<file path="src/rtl/acond_sensores_if.sv">
// rtl/acond_sensores_if.sv - raw sensor inputs and conditioned outputs of acond_sensores
interface acond_sensores_if;
  logic [5:0] t_raw;
  logic       m_raw;
  logic       p_raw;
  logic       en_btn;
  logic [5:0] t;
  logic       m;
  logic       p;
  logic       EN;
  logic       t_vld;
  logic       upd;

  // Sensor side: drives raw levels, observes conditioned values
  modport master (
    output t_raw, m_raw, p_raw, en_btn,
    input  t, m, p, EN, t_vld, upd
  );

  // Conditioning block side
  modport slave (
    input  t_raw, m_raw, p_raw, en_btn,
    output t, m, p, EN, t_vld, upd
  );
endinterface

</file>
<file path="src/rtl/acond_sensores.sv">
// rtl/acond_sensores.sv - sample tick, debounce of m/p/EN, temperature sampling (ACOND_TEMP_AVG_EN: 4-sample average)
module acond_sensores #(
  parameter int SAMPLE_DIV = 50000,
  parameter int DB_CYCLES  = 4
) (
  input logic         clk,
  input logic         rst,
  acond_sensores_if.slave bus
);

  localparam int CW = (SAMPLE_DIV > 1) ? $clog2(SAMPLE_DIV) : 1;
  localparam logic [CW-1:0] TICK_LAST = CW'(SAMPLE_DIV - 1);
  localparam logic [3:0] DB_LAST = 4'(DB_CYCLES - 1);

  logic [CW-1:0] r_cnt;
  logic          w_tick;

  // Channel order: 0 = motion, 1 = presence, 2 = enable button
  logic [2:0] w_raw;
  logic [2:0] r_s;
  logic [3:0] r_c [3];
  logic [2:0] w_fire;

  logic       r_en;
  logic [5:0] r_t;
  logic       r_t_vld;
  logic       r_upd;

  assign w_tick = (r_cnt == TICK_LAST);
  assign w_raw  = {bus.en_btn, bus.p_raw, bus.m_raw};

  // Free-running sample tick counter
  always_ff @(posedge clk) begin
    if (!rst) begin
      r_cnt <= '0;
    end else if (w_tick) begin
      r_cnt <= '0;
    end else begin
      r_cnt <= r_cnt + 1'b1;
    end
  end

  // A channel flips its stable level when this tick completes the persistence count
  always_comb begin
    w_fire = '0;
    for (int i = 0; i < 3; i++) begin
      w_fire[i] = w_tick && (w_raw[i] != r_s[i]) && (r_c[i] == DB_LAST);
    end
  end

  // Debounce counters and stable levels, updated only on tick
  always_ff @(posedge clk) begin
    if (!rst) begin
      r_s <= '0;
      for (int i = 0; i < 3; i++) begin
        r_c[i] <= '0;
      end
    end else if (w_tick) begin
      for (int i = 0; i < 3; i++) begin
        if (w_raw[i] == r_s[i]) begin
          r_c[i] <= '0;
        end else if (r_c[i] == DB_LAST) begin
          r_s[i] <= w_raw[i];
          r_c[i] <= '0;
        end else begin
          r_c[i] <= r_c[i] + 1'b1;
        end
      end
    end
  end

  // EN toggles on each debounced press; release has no effect
  always_ff @(posedge clk) begin
    if (!rst) begin
      r_en <= 1'b0;
    end else if (w_fire[2] && w_raw[2]) begin
      r_en <= ~r_en;
    end
  end

`ifdef ACOND_TEMP_AVG_EN
  logic [5:0] r_w [4];
  logic [2:0] r_f;
  logic [2:0] w_f_next;
  logic [7:0] w_sum;
  logic [5:0] w_avg;

  // The average covers the window as it will be after this tick's shift
  assign w_f_next = (r_f == 3'd4) ? 3'd4 : r_f + 3'd1;
  assign w_sum    = {2'b00, bus.t_raw} + {2'b00, r_w[0]} + {2'b00, r_w[1]} + {2'b00, r_w[2]};
  assign w_avg    = 6'(w_sum >> 2);

  // Sample window, fill count and averaged temperature output
  always_ff @(posedge clk) begin
    if (!rst) begin
      for (int i = 0; i < 4; i++) begin
        r_w[i] <= '0;
      end
      r_f     <= '0;
      r_t     <= '0;
      r_t_vld <= 1'b0;
      r_upd   <= 1'b0;
    end else begin
      r_upd <= 1'b0;
      if (w_tick) begin
        r_w[0] <= bus.t_raw;
        r_w[1] <= r_w[0];
        r_w[2] <= r_w[1];
        r_w[3] <= r_w[2];
        r_f    <= w_f_next;
        if (w_f_next == 3'd4) begin
          r_t     <= w_avg;
          r_t_vld <= 1'b1;
          r_upd   <= 1'b1;
        end
      end
    end
  end
`else
  // Direct sampling of the temperature bus on every tick
  always_ff @(posedge clk) begin
    if (!rst) begin
      r_t     <= '0;
      r_t_vld <= 1'b0;
      r_upd   <= 1'b0;
    end else begin
      r_upd <= 1'b0;
      if (w_tick) begin
        r_t     <= bus.t_raw;
        r_t_vld <= 1'b1;
        r_upd   <= 1'b1;
      end
    end
  end
`endif

  assign bus.t     = r_t;
  assign bus.m     = r_s[0];
  assign bus.p     = r_s[1];
  assign bus.EN    = r_en;
  assign bus.t_vld = r_t_vld;
  assign bus.upd   = r_upd;

endmodule
</file>
<file path="src/flat_wrapper.sv">
// flat-port wrapper written by rule: the top's interface ports become plain ports
module acond_sensores_flat 
#(
  parameter int SAMPLE_DIV = 50000,
  parameter int DB_CYCLES  = 4
)
  (clk, rst, bus_t_raw, bus_m_raw, bus_p_raw, bus_en_btn, bus_t, bus_m, bus_p, bus_EN, bus_t_vld, bus_upd);
  acond_sensores_if bus_i ();
  input logic clk;
  input logic rst;
  input wire logic [$bits(bus_i.t_raw)-1:0] bus_t_raw;
  input wire logic [$bits(bus_i.m_raw)-1:0] bus_m_raw;
  input wire logic [$bits(bus_i.p_raw)-1:0] bus_p_raw;
  input wire logic [$bits(bus_i.en_btn)-1:0] bus_en_btn;
  output wire logic [$bits(bus_i.t)-1:0] bus_t;
  output wire logic [$bits(bus_i.m)-1:0] bus_m;
  output wire logic [$bits(bus_i.p)-1:0] bus_p;
  output wire logic [$bits(bus_i.EN)-1:0] bus_EN;
  output wire logic [$bits(bus_i.t_vld)-1:0] bus_t_vld;
  output wire logic [$bits(bus_i.upd)-1:0] bus_upd;
  assign bus_i.t_raw = bus_t_raw;
  assign bus_i.m_raw = bus_m_raw;
  assign bus_i.p_raw = bus_p_raw;
  assign bus_i.en_btn = bus_en_btn;
  assign bus_t = bus_i.t;
  assign bus_m = bus_i.m;
  assign bus_p = bus_i.p;
  assign bus_EN = bus_i.EN;
  assign bus_t_vld = bus_i.t_vld;
  assign bus_upd = bus_i.upd;
  acond_sensores #(.SAMPLE_DIV(SAMPLE_DIV), .DB_CYCLES(DB_CYCLES)) u_core (.clk(clk), .rst(rst), .bus(bus_i));
endmodule
</file>
<file path="config.mk">
export PLATFORM = sky130hd
export DESIGN_NAME = acond_sensores_flat
export DESIGN_NICKNAME = d
export VERILOG_FILES = /design/src/rtl/acond_sensores_if.sv /design/src/rtl/acond_sensores.sv /design/src/flat_wrapper.sv
export SDC_FILE = /design/constraint.sdc
export NUM_CORES = 1
export LEC_CHECK = 0
export CAP_MARGIN = 10
export CORE_UTILIZATION = 54
export DETAILED_ROUTE_END_ITERATION = 16
export PLACE_DENSITY = 0.75
export SKIP_LAST_GASP = 1
export SLEW_MARGIN = 10
export SYNTH_ARGS = -nofsm -noshare
export SYNTH_HDL_FRONTEND = slang
export SYNTH_SLANG_ARGS = --single-unit
</file>
<file path="constraint.sdc">
create_clock -name clk -period 2.2 [get_ports clk]
set_clock_uncertainty 0.1 [all_clocks]
set_input_delay 0.66 -clock clk [delete_from_list [all_inputs] [get_ports clk]]
set_output_delay 0.66 -clock clk [all_outputs]
set_load 0.02 [all_outputs]
</file>
==> results.tsv <==
stage	metric	value	unit
status	status	completed	
grt	antenna_found_initial	0	
place	port_buffers	21	
grt	grt_usage	21.2	%
hold_path	hp-class	reg2reg	
clock_network	post_cts.repair.setup_buffers	0	
route	antenna_left	0	
clock_network	cts_buffers	5	
pwr	switching_share	21.0	%
sta	slew_headroom	73.2	%
setup_path	crit_slowest_cell	clkdlybuf4s50_1	
synthesis	ys_types	28	
place	hpwl	2230	um
sta	worst_pin_slew	0.398	ns
pwr	power.density	635	nW/um^2
die	die_area	3490	sq um
grt	grt-ovfl-total	0	
route	vias_per_cell	5.30	
die	die_y	59.1	um
final_layout	n_antenna_cell	0	
place	place_ws	0.223	ns
pwr	combPwrFrac	4.9	%
die	fp.dieW	59.1	um
clock_network	cts_sinks	40	
setup_path	path_buf_inv	1	
setup_path	worstPathRequired	1.44	ns
synthesis	syn_avg_cell_area	10.2	sq um
sta	finalMaxSlewViolations	0	
final_layout	final_cell_mix	31 x nor2_1, 28 x dfxtp_1, 21 x clkdlybuf4s50_1	
route	detail_route.wl_per_cell	12.7	um
clock_network	cts_resized	0	
grt	grt_max_degree	24	
setup_path	path_cells	clkdlybuf4s50_1	
final_layout	layout_commonest_cell	nor2_1	
final_layout	fin_nets	213	
synthesis	ys_warn_count	0	
clock_network	clockRootBuffer	clkbuf_4	
sta	clock.fmax	472	MHz
sta	setup_tns	0	ns
pwr	seqPwrFrac	59.4	%
route	drt-pass1-iter-count	4	
pwr	ir_worst_vdd	0.000402	V
sta	rsz0062_at_grt	no	
setup_path	critPathLaunchType	flop	
clock_network	insertion_delay	0.35	ns
setup_path	crit_family	buffers and inverters	
setup_path	arrival	1.36	ns
sta	setup_violations	0	
die	rows	20	
sta	period_share	96.3	%
synthesis	ys.flop_type	dfxtp_1	
run	maxCapViolations	0	
synthesis	syn_nets	187	
route	post-route-drc-count	0	
grt	grt_first_pass_wirelength	5400	um
synthesis	async_flop_share	0	%
grt	grt_pass1_vias	1272	
route	wirelength	3070	um
route	vias	1287	
synthesis	synth_edf_count	12	
clock_network	holdBufCountCts	0	
synthesis	ys_seq_elements	40	
synthesis	synth.cell_area	1760	sq um
die	start_util	57.1	%
die	ios	22	
pwr	p_sw	0.277	mW
place	gp_congestion	0.811	
pwr	clockPowerShare	35.7	%
synthesis	synth_cells	172	
sta	fin_ws	0.0820	ns
setup_path	max_stage_delay	0.62	ns
route	drt_iter0_drc	55	
pwr	p_leak	0.742	nW
synthesis	seq_area_frac_synth	52.4	%
clock_network	path_clk_slew	0.11	ns
clock_network	htreeDepth	2	
setup_path	cp_max_fo	3	
die	coreArea	3080	sq um
final_layout	synthToLayoutAreaGrowth	17.9	%
clock_network	cts_tree	yes	
clock_network	clk_path_buf_depth	2	
pwr	p_int	1.04	mW
sta	hold_viol_final	0	
final_layout	layout-drive-gt1-share	6.53	%
setup_path	end_kind	primary output	
sta	min_period	2.12	ns
setup_path	crit_type	reg2out	
[power groups by stage]
stage | logic, mW | registers (mW) | clock network [mW]
finish | 0.0646 | 0.782 | 0.471
global route | 0.0723 | 0.784 | 0.512
CTS | 0.0653 | 0.782 | 0.482
detailed placement | 0.0649 | 0.798 | 0
global placement | 0.0624 | 0.798 | 0
floorplan | 0.0390 | 0.796 | 0
[layout make-up]
| class | instances | area (sq um) |
|---|---|---|
| timing repair buffer | 24 | 233 |
| fill | 239 | 1000 |
| clock buffer | 6 | 41.3 |
| sequential | 40 | 921 |
| inverter | 5 | 23.8 |
| clock inverter | 2 | 35.0 |
| multi-input combinational | 122 | 764 |
| tap | 44 | 55.1 |
[worst reg2reg max path, delay by kind of cell (launching register included)]
family                     cells  cell delay [ns]
and+or+nand+nor                4             0.78
adders and majority gates      1             0.23
buffers and inverters          1             0.19
DFF                            1             0.43
[synth_stat cells, types with 2 or more instances]
cell / instances / area, sq um
and3_1: 3 / 18.8
nand4_1: 5 / 31.3
nor4bb_1: 2 / 20.0
ha_1: 4 / 50.1
nand2_1: 11 / 41.3
nand3_1: 14 / 70.1
nor3_1: 3 / 15.0
mux2i_1: 4 / 40.0
inv_1: 4 / 15.0
nor2_1: 31 / 116
a22o_1: 6 / 52.6
buf_6: 4 / 45.0
edfxtp_1: 12 / 360
xor2_1: 4 / 35.0
a21oi_1: 3 / 15.0
xnor2_1: 19 / 166
nor4_1: 5 / 31.3
dfxtp_1: 28 / 561
[sequential cells by signal, summed over array words and instances (netlist names)]
signal	count
u_core.bus.t_vld	1
u_core.r_cnt	16
u_core.r_c	12
u_core.r_s	3
u_core.bus.t	6
u_core.bus.EN	1
u_core.bus.upd	1
[worst paths after layout]
| path | startpoint | end | slack (ns) | depth (start not counted) |
|---|---|---|---|---|
| worst max-delay path | u_core.r_s[1] | bus_p | 0.08 | 1 |
| worst max register to register | u_core.r_cnt[0] | u_core.r_c[2][3] | 0.34 | 6 |
| worst min-delay path | u_core.bus.t_vld | u_core.bus.t_vld | 0.38 | 1 |
| worst min register to register | u_core.bus.t_vld | u_core.bus.t_vld | 0.38 | 1 |
[kinds of logic after synthesis]
group / Yosys count / synth area share [%]
DFF: 40 / 52.4
adders and majority gates: 4 / 2.85
buffers and inverters: 10 / 4.13
xor gates and xnor gates: 23 / 11.5
AOI/OAI and AO/OA: 10 / 4.27
and+or+nand+nor: 81 / 22.6
muxes: 4 / 2.28
[routing by layer]
| layer | GRT usage, % | up-vias | part of all wire, % |
|---|---|---|---|
| met5 | 0 | - | 0 |
| met4 | 14.3 | 0 | 2.7 |
| met3 | 5.24 | 8 | 4.1 |
| met2 | 34.6 | 26 | 47 |
| met1 | 24.5 | 610 | 46 |
| li1 | - | 643 | - |
[stage by stage]
step	hold slack [ns]	power [mW]	area, sq um	utilization, %	instances
detailed placement	0.363	0.863	2000	64.9	235
finish	0.382	1.32	2070	67.4	243
global placement	0.349	0.860	2000	64.9	235
CTS	0.390	1.33	2070	67.4	243
floorplan	0.353	0.835	1760	-	172
global route	0.405	1.37	2070	67.4	243
No activity file was read; power rests on OpenSTA's default activity.
